### src/rtl/async_fifo.sv
// async_fifo: Gray-pointer FIFO with 2-flop pointer synchronizers.
// Both sides run on one clock, but the write/read domains are kept separate
// so the block can later be split onto two clocks with no structural change.
module async_fifo #(
  parameter int WIDTH     = 8,
  parameter int DEPTH     = 16,
  parameter int PTR_WIDTH = $clog2(DEPTH)
) (
  input  logic             clk,
  input  logic             reset,
  input  logic [WIDTH-1:0] wdata,
  output logic [WIDTH-1:0] rdata,
  input  logic             wr_en,
  input  logic             rd_en,
  output logic             full,
  output logic             empty,
  output logic             wr_error,
  output logic             rd_error
);

  localparam logic [PTR_WIDTH:0] PTR_ONE = {{PTR_WIDTH{1'b0}}, 1'b1};

  // Binary to Gray: adjacent values differ in exactly one bit.
  function automatic logic [PTR_WIDTH:0] bin2gray(input logic [PTR_WIDTH:0] b);
    return b ^ (b >> 1);
  endfunction

  // Storage (not reset)
  logic [WIDTH-1:0] mem_q [DEPTH];

  // Write-domain state
  logic [PTR_WIDTH:0] wptr_q, wptr_d;
  logic [PTR_WIDTH:0] wptr_g_q, wptr_g_d;
  logic [PTR_WIDTH:0] wq1_rptr_q, wq2_rptr_q;
  logic               wr_error_q, wr_error_d;

  // Read-domain state
  logic [PTR_WIDTH:0] rptr_q, rptr_d;
  logic [PTR_WIDTH:0] rptr_g_q, rptr_g_d;
  logic [PTR_WIDTH:0] rq1_wptr_q, rq2_wptr_q;
  logic [WIDTH-1:0]   rdata_q, rdata_d;
  logic               rd_error_q, rd_error_d;

  logic wr_acc, rd_acc;

  // Flags are pure compares of registered pointers; they are pessimistic
  // because the opposite pointer is seen two edges late.
  assign full  = (wptr_g_q == {~wq2_rptr_q[PTR_WIDTH:PTR_WIDTH-1],
                               wq2_rptr_q[PTR_WIDTH-2:0]});
  assign empty = (rptr_g_q == rq2_wptr_q);

  // wr_en and rd_en are judged independently against the current flags.
  assign wr_acc = wr_en & ~full;
  assign rd_acc = rd_en & ~empty;

  // Write-side next state: advance pointer on an accepted write, flag overflow.
  always_comb begin
    wptr_d     = wptr_q;
    wptr_g_d   = wptr_g_q;
    wr_error_d = wr_en & full;
    if (wr_acc) begin
      wptr_d   = wptr_q + PTR_ONE;
      wptr_g_d = bin2gray(wptr_q + PTR_ONE);
    end
  end

  // Read-side next state: advance pointer and load data on an accepted read.
  always_comb begin
    rptr_d     = rptr_q;
    rptr_g_d   = rptr_g_q;
    rdata_d    = rdata_q;
    rd_error_d = rd_en & empty;
    if (rd_acc) begin
      rptr_d   = rptr_q + PTR_ONE;
      rptr_g_d = bin2gray(rptr_q + PTR_ONE);
      rdata_d  = mem_q[rptr_q[PTR_WIDTH-1:0]];
    end
  end

  // Storage write; contents survive reset and are simply discarded by
  // the pointer reset.
  always_ff @(posedge clk) begin
    if (wr_acc) mem_q[wptr_q[PTR_WIDTH-1:0]] <= wdata;
  end

  // Write pointer, its Gray copy and the overflow flag.
  always_ff @(posedge clk or posedge reset) begin
    if (reset) begin
      wptr_q     <= '0;
      wptr_g_q   <= '0;
      wr_error_q <= 1'b0;
    end else begin
      wptr_q     <= wptr_d;
      wptr_g_q   <= wptr_g_d;
      wr_error_q <= wr_error_d;
    end
  end

  // Read pointer, its Gray copy, read data and the underflow flag.
  always_ff @(posedge clk or posedge reset) begin
    if (reset) begin
      rptr_q     <= '0;
      rptr_g_q   <= '0;
      rdata_q    <= '0;
      rd_error_q <= 1'b0;
    end else begin
      rptr_q     <= rptr_d;
      rptr_g_q   <= rptr_g_d;
      rdata_q    <= rdata_d;
      rd_error_q <= rd_error_d;
    end
  end

  // Read Gray pointer into the write domain (2-flop synchronizer).
  always_ff @(posedge clk or posedge reset) begin
    if (reset) begin
      wq1_rptr_q <= '0;
      wq2_rptr_q <= '0;
    end else begin
      wq1_rptr_q <= rptr_g_q;
      wq2_rptr_q <= wq1_rptr_q;
    end
  end

  // Write Gray pointer into the read domain (2-flop synchronizer).
  always_ff @(posedge clk or posedge reset) begin
    if (reset) begin
      rq1_wptr_q <= '0;
      rq2_wptr_q <= '0;
    end else begin
      rq1_wptr_q <= wptr_g_q;
      rq2_wptr_q <= rq1_wptr_q;
    end
  end

  assign rdata    = rdata_q;
  assign wr_error = wr_error_q;
  assign rd_error = rd_error_q;

endmodule

### config.mk
export PLATFORM = sky130hd
export DESIGN_NAME = async_fifo
export DESIGN_NICKNAME = d
export VERILOG_FILES = /design/src/rtl/async_fifo.sv
export SDC_FILE = /design/constraint.sdc
export NUM_CORES = 1
export LEC_CHECK = 0
export ABC_AREA = 1
export BUFFER_PORTS_ARGS = -buffer_cell sky130_fd_sc_hd__buf_2
export CAP_MARGIN = 5
export CORE_MARGIN = 2
export CORE_UTILIZATION = 62
export CTS_CLUSTER_SIZE = 8
export DETAILED_ROUTE_END_ITERATION = 8
export PLACE_DENSITY = 0.86
export SLEW_MARGIN = 20
export SYNTH_ARGS = -nofsm -noshare
export SYNTH_HDL_FRONTEND = slang
export SYNTH_SLANG_ARGS = --single-unit
### constraint.sdc
create_clock -name clk -period 2.4 [get_ports clk]
set_clock_uncertainty 0.15 [all_clocks]
set_input_delay 0.12 -clock clk [delete_from_list [all_inputs] [get_ports clk]]
set_output_delay 0.12 -clock clk [all_outputs]
set_load 0.01 [all_outputs]
==> summary.txt, run 1 <==
Logic synthesis
  • Total of warnings raised by yosys: 0
  • Top cells by count, synth: 243 x nand2_1, 128 x edfxtp_1, 125 x inv_1
  • FFs w/ async S/R, synth: 0.2727
  • EDFF count, synth: 128
  • Cell with the most instances after synthesis: nand2_1
  • Primary FF master, synth: edfxtp_1
  • Seq/Total Area, Yosys: 0.6668
  • Top cell type's share of synthesized area: 0.5080
  • Yosys reg bits: 176
  • Area contributors post-synth: edfxtp_1 51%, dfrtp_1 16%, nand2_1 12%
  • Mapped Area: 0.007566 mm²
  • Largest area contributor in the netlist: edfxtp_1
  • Synth cell types: 20
  • Synth Instances: 742
  • Syn Nets: 759
  • Syn_area_per_cell: 10.20 µm²

Clocking
  • CTS Buf Count: 17
  • Clock sinks: 176
  • Root Buffer: clkbuf_16
  • Clk pin slew, worst setup/hold paths: 0.07 ns
  • Clk buf depth: 2
  • Total setup buffers inserted after CTS: 0
  • TritonCTS clock tree: built
  • Clock latency on the worst-skew pair: 0.43 ns
  • Cts repair resizes: 0
  • Htree depth: 4

Routing
  • Number of routed nets with antenna violations: 0
  • DRT iter0 DRCs: 794
  • Drt first pass iters: 8
  • Routed WL: 16740 µm
  • Avg WL per Cell: 17.70 µm
  • Drt drc: 0
  • Routed vias: 5365
  • Via-to-Cell Ratio: 5.671

Timing
  • Pins Over Slew Limit: 0
  • Final Hold Viols: 0
  • Unrepaired setup endpoints after global routing: false
  • Setup TNS: 0 ns
  • Final min period: 2.143 ns
  • Slew @ Worst Pin: 0.8054 ns
  • Final Cycle Share: 0.8928
  • Final setup fails: 0
  • Fmax: 466.7 MHz
  • Slew margin rel.: 0.4624

Worst setup path
  • Worst path most repeated cell: nor2_1
  • Crit Path Class: register to register
  • R2r setup slk: 0.26 ns
  • Crit-path max cell delay: 0.56 ns
  • R2R cell count: 5
  • Worst Path Required: 2.32 ns
  • Worst-path fanout max: 18
  • Worst setup SP type: register
  • Worst R2R End: mem_q[15][6]
  • Crit path max-delay family: simple AND/OR/NAND/NOR gates
  • Number of buffers and inverters on the critical path: 0
  • Worst EP arrival: 2.06 ns
  • CP Cell Sequence: xor2_1 -> nor2_1 -> nand3_2 -> nand2_2 -> nor2_1
  • Critical path's slowest cell: nor2_1
  • R2R Path Start: wptr_g_q[1]
  • Worst Setup End Kind: register

Layout
  • Nets: 803
  • Diode count: 0
  • Share of layout cells above drive strength 1: 0.1051
  • P&R area growth vs syn: 12.85%
  • Final cell count without fillers: 946

Power
  • Internal Power: 0.006458 W
  • Sw power: 0.003747 W
  • PD cells: 1195 mW/mm²
  • Combinational power share: 0.323
  • Sequential share of power: 0.408
  • Sw Ratio: 0.3672
  • Worst VDD drop: 0.0009255 V
  • Clock power frac: 0.268
  • Leak Pwr: 3.936 nW

Floorplan
  • Die area: 0.01310 mm²
  • Starting Density: 0.6325
  • Die Wd: 114.5 µm
  • I/O pin count: 24
  • Die Ht: 114.5 µm
  • Core Area: 0.01196 mm²
  • Row count: 40

Global route
  • Initial antenna violation count: 0
  • Global-route wire length before repair: 26080 µm
  • Gr usage total: 0.2728
  • GR Overflow Total: 0
  • Number of global-route vias before repair: 5123
  • Largest net degree at the start of global routing: 49

Hold path
  • Hold endpoint: mem_q[15][1]
  • Hold WC Path Type: input port to register
  • Worst Hold Depth: 1
  • HP Start: wdata[1]

Place
  • GP Congestion: 0.9770
  • Post-DP HPWL: 10480 µm
  • Post-placement cell count: 905
  • # port buffers: 23

Run
  • Max-cap viol count: 0

Outcome
  • Status: complete, no violations
worst reg2reg max path: stages (launching register included):
cell	delay (ns)
dfrtp_1	0.42
xor2_1	0.19
nor2_1	0.08
nand3_2	0.14
nand2_2	0.24
nor2_1	0.56
cell type report:
class                      count  area [µm²]
clock buffer                  21       460.4
clock inverter                11       131.4
fill                         748        3423
inverter                     128       481.7
multi-input combinational    407        1837
sequential                   176        5046
tap                          147       183.9
timing repair buffer          56       397.9
sequential cells by signal, indices dropped and copies added (netlist names), 5 cells and up:
name and flops:
rdata 8, wq2_rptr_q 5, wq1_rptr_q 5, rq2_wptr_q 5
wptr_q 5, rq1_wptr_q 5, rptr_q 5, mem_q 128
per-layer routing:
metal | wire, µm | share of wire | vias to the layer above | global-route usage
met1 | 6237 | 0.37 | 2522 | 0.3469
met5 | 0 | 0 | - | 0
met3 | 1977 | 0.12 | 57 | 0.08947
met2 | 8005 | 0.48 | 337 | 0.4383
li1 | - | - | 2449 | -
met4 | 520 | 0.031 | 0 | 0.1073
per-stage QoR:
stage	total power [W]	instance area, µm²	hold slack [ns]	util	worst slack [ns]
2_1_floorplan	0.006486	7566	0.06887	-	0.3262
3_3_place_gp	0.007200	7855	0.1821	0.6567	0.3726
3_5_place_dp	0.007355	7855	0.1847	0.6567	0.2948
4_1_cts	0.01013	8537	0.002300	0.7137	0.2620
5_1_grt	0.01073	8538	0.001667	0.7138	0.07778
6_report	0.01020	8538	0.008568	0.7138	0.2573
cells by family after synthesis:
group | synth area share
and+or+nand+nor | 0.2070
DFF | 0.6668
buffers and inverters | 0.09046
xor gates and xnor gates | 0.02084
AOI/OAI and AO/OA | 0.006615
adders and majority gates | 0.008269
cell usage in the layout, fill, tap and decap left out, types with 2 or more instances in the layout:
cell,n
buf_4,23
dlygate4sd3_1,9
dfrtp_1,47
ha_1,5
nor2_1,7
buf_2,23
xor2_1,16
o21ai_1,4
nand3_1,106
inv_2,2
clkinv_4,3
clkinv_2,3
nand2_2,2
xnor2_1,2
bufinv_16,2
o21ai_0,6
clkbuf_1,2
nand2_1,243
inv_1,124
edfxtp_1,128
nor3_1,15
clkbuf_8,2
clkinvlp_4,2
clkbuf_16,17
worst max path at each step:
stage                    to         from  cells past startpoint
2_1_floorplan  mem_q[10][0]    wptr_q[4]                      6
3_3_place_gp    mem_q[4][5]    wptr_q[4]                      7
3_5_place_dp    mem_q[6][5]    wptr_q[4]                      7
4_1_cts         mem_q[2][1]  wptr_g_q[1]                      7
5_1_grt        mem_q[11][6]  wptr_g_q[1]                      7
6_report       mem_q[15][6]  wptr_g_q[1]                      5
timing repair:
item | in CTS | in global routing
hold endpoints to repair | 127 | 0
hold buffers | 9 | 0
setup endpoints to repair | 0 | 0
power by group through the flow:
| stage | sequential, W | clock (W) | combinational [W] |
|---|---|---|---|
| after global routing | 0.00421 | 0.00287 | 0.00365 |
| after global placement | 0.00417 | 0 | 0.00303 |
| after floorplan | 0.00411 | 0 | 0.00238 |
| final | 0.00417 | 0.00274 | 0.00330 |
| after CTS | 0.00416 | 0.00275 | 0.00322 |
| after detailed placement | 0.00420 | 0 | 0.00315 |
No activity file was read; power rests on OpenSTA's default activity.
==> run 2: changes to the inputs <==
--- a/config.mk
+++ b/config.mk
@@ -5,14 +5,13 @@
 export SDC_FILE = /design/constraint.sdc
 export NUM_CORES = 1
 export LEC_CHECK = 0
-export ABC_AREA = 1
 export BUFFER_PORTS_ARGS = -buffer_cell sky130_fd_sc_hd__buf_2
 export CAP_MARGIN = 5
 export CORE_MARGIN = 2
-export CORE_UTILIZATION = 62
+export CORE_UTILIZATION = 61
 export CTS_CLUSTER_SIZE = 8
 export DETAILED_ROUTE_END_ITERATION = 8
-export PLACE_DENSITY = 0.86
+export PLACE_DENSITY = 0.85
 export SLEW_MARGIN = 20
 export SYNTH_ARGS = -nofsm -noshare
 export SYNTH_HDL_FRONTEND = slang
==> run 2 against run 1 <==
Sequential power rose by 4%. Hold slack improved by 0.19 ns. Critical path depth unchanged. Sequential cell count unchanged. First-iteration DRC count down 45%. Sequential share of layout area grew 4.4 points. Clock power grew 5%. Final cell count fell by 40%. Maximum frequency fell by 4.3%. Synthesized cell count shrank 50%. Critical path type unchanged. Largest power group unchanged.
==> summary.txt, run 2 <==
Outcome
  • Status: complete, no violations

Logic synthesis
  • Main combinational cell family by area after synthesis: multiplexers
  • Synth cell types: 36
  • Adder-Cell Fraction of Synth Area: 0.009009
  • Synth Area in Compound Gates: 0.04234
  • Post-synthesis xor/xnor area fraction: 0.03784
  • Area contributors post-synth: edfxtp_1 55%, dfrtp_1 17%, mux4_1 7.9%
  • Primary FF master, synth: edfxtp_1
  • Yosys reg bits: 176
  • Top cell type's share of synthesized area: 0.5535
  • Cell with the most instances after synthesis: edfxtp_1
  • Syn_area_per_cell: 18.82 µm²
  • Post-synthesis mux area share: 0.1231
  • EDFF count, synth: 128
  • Synth Instances: 369
  • Top cells by count, synth: 128 x edfxtp_1, 48 x dfrtp_1, 21 x mux4_1
  • Seq/Total Area, Yosys: 0.7265
  • Total of warnings raised by yosys: 0
  • Mapped Area: 0.006944 mm²
  • Syn Nets: 386
  • Simple-gate portion of the synthesized area: 0.03910
  • Largest area contributor in the netlist: edfxtp_1
  • FFs w/ async S/R, synth: 0.2727

Power
  • Clock power frac: 0.281
  • Sw Ratio: 0.3098
  • Sequential share of power: 0.427
  • Combinational power share: 0.291
  • Internal Power: 0.007028 W
  • PD cells: 1282 mW/mm²
  • Leak Pwr: 3.000 nW
  • Worst VDD drop: 0.0009249 V
  • Sw power: 0.003155 W

Worst setup path
  • Worst-path fanout max: 20
  • Number of buffers and inverters on the critical path: 1
  • Crit Path Class: register to register
  • Critical path's slowest cell: mux4_1
  • Worst setup SP type: register
  • Worst Setup End Kind: register
  • CP Cell Sequence: buf_12 -> mux4_1 -> a22oi_1 -> a21oi_1 -> a21o_1
  • Crit path max-delay family: multiplexers
  • Worst EP arrival: 2.41 ns
  • Crit-path max cell delay: 0.64 ns
  • Worst Path Required: 2.57 ns

Clocking
  • Clock latency on the worst-skew pair: 0.43 ns
  • Clk pin slew, worst setup/hold paths: 0.06 ns
  • Total setup buffers inserted after CTS: 0
  • TritonCTS clock tree: built
  • CTS Buf Count: 17
  • Clock sinks: 176
  • Post-cts hold buffer count: 11
  • Cts repair resizes: 0
  • Clk buf depth: 2
  • Htree depth: 4
  • Root Buffer: clkbuf_16

Layout
  • Share of layout cells above drive strength 1: 0.1915
  • Most common cell after layout, fill and taps aside: edfxtp_1
  • Diode count: 0
  • P&R area growth vs syn: 14.41%
  • Most frequent cells in the layout: 128 x edfxtp_1, 47 x dfrtp_1, 23 x buf_2, 21 x mux4_1, 18 x xnor2_1
  • Nets: 427
  • Max FFs per register: 128
  • Final design utilization: 0.7234

Timing
  • Slew @ Worst Pin: 0.7992 ns
  • Final Cycle Share: 0.9333
  • Slew margin rel.: 0.4666
  • Final Hold Viols: 0
  • Hold Slack: 0.2005 ns
  • Final setup fails: 0
  • Pins Over Slew Limit: 0
  • Setup TNS: 0 ns
  • Fmax: 446.4 MHz
  • Unrepaired setup endpoints after global routing: false
  • Final min period: 2.240 ns

Floorplan
  • Die Ht: 110.7 µm
  • Core Area: 0.01098 mm²
  • Die Wd: 110.7 µm
  • I/O pin count: 24
  • Die area: 0.01225 mm²
  • Starting Density: 0.6323
  • Row count: 38

Hold path
  • Hold WC Path Type: register to register

Global route
  • Number of global-route vias before repair: 3722
  • Largest net degree at the start of global routing: 49
  • Global-route wire length before repair: 22040 µm
  • Gr usage total: 0.2478
  • Initial antenna violation count: 0
  • GR Overflow Total: 0

Routing
  • Routed vias: 3578
  • Avg WL per Cell: 24.77 µm
  • Drt first pass iters: 5
  • Via-to-Cell Ratio: 6.355
  • Routed WL: 13940 µm
  • Drt drc: 0
  • Number of routed nets with antenna violations: 0
  • DRT iter0 DRCs: 437

Place
  • # port buffers: 23
  • GP Congestion: 0.7630
  • Post-DP HPWL: 8019 µm

Run
  • Max-cap viol count: 0
[run 2: cell count changes in the layout (fill, tap and decap cells not counted), sizes merged, moves of 15 or more]
cell   previous run  this run
a22oi             0        16
and3              0        15
buf              47        31
inv             128         6
mux4              0        32
nand2           245        15
nand3           107         2
xnor2             2        18
[run 2: through the flow]
step	area (µm²)	power (W)	setup slack, ns	cells
3_5_place_dp	7218	0.007250	0.2169	520
4_1_cts	7944	0.01022	0.1548	563
6_report	7945	0.01018	0.1601	563
2_1_floorplan	6944	0.006426	0.02265	369
3_3_place_gp	7218	0.007108	0.2545	520
5_1_grt	7945	0.01062	0.04469	563
[run 2: routing by layer]
layer	share of wire	vias to the layer above	GRT usage
met5	0	-	0
met4	0.028	0	0.1033
met2	0.50	178	0.3783
met1	0.40	1845	0.3454
li1	-	1528	-
met3	0.075	27	0.06670
[run 2: cell type report]
type | count | area (µm²)
Sequential cell | 176 | 5046
Fill cell | 594 | 3038
Multi-Input combinational cell | 168 | 1753
Clock buffer | 17 | 425.4
Timing Repair Buffer | 42 | 335.3
Clock inverter | 15 | 190.2
Tap cell | 140 | 175.2
Inverter | 5 | 20.02
[run 2: final timing paths]
check / from / to / slack, ns / cells past startpoint
min in group asynchronous: reset / wptr_q[2] / 0.22 / 3
min: wq1_rptr_q[3] / wq2_rptr_q[3] / 0.20 / 0
max: rptr_q[0] / rdata[3] / 0.16 / 5
max reg2reg: rptr_q[0] / rdata[3] / 0.16 / 5
min reg2reg: wq1_rptr_q[3] / wq2_rptr_q[3] / 0.20 / 0
max in group asynchronous: reset / rptr_q[0] / 1.33 / 3
[run 2: power groups by stage]
| stage | sequential (W) | combinational (W) | clock [W] |
|---|---|---|---|
| CTS | 0.00435 | 0.00298 | 0.00289 |
| finish | 0.00435 | 0.00297 | 0.00287 |
| global route | 0.00442 | 0.00319 | 0.00301 |
| detailed placement | 0.00436 | 0.00289 | 0 |
| global placement | 0.00433 | 0.00278 | 0 |
| floorplan | 0.00420 | 0.00222 | 0 |
[run 2: worst reg2reg max path: cells and delay by family, from the launching register on]
kind,cells,cell delay (ns)
AO/OA/AOI/OAI,3,0.62
flip-flops,1,0.48
buffers and inverters,1,0.23
multiplexers,1,0.65
[run 2: cell families after synthesis]
group / after synthesis
flops: 176
simple gates: 53
compound gates: 43
mux: 37
xor+xnor: 30
buf+inv: 25
fa+ha+maj: 5
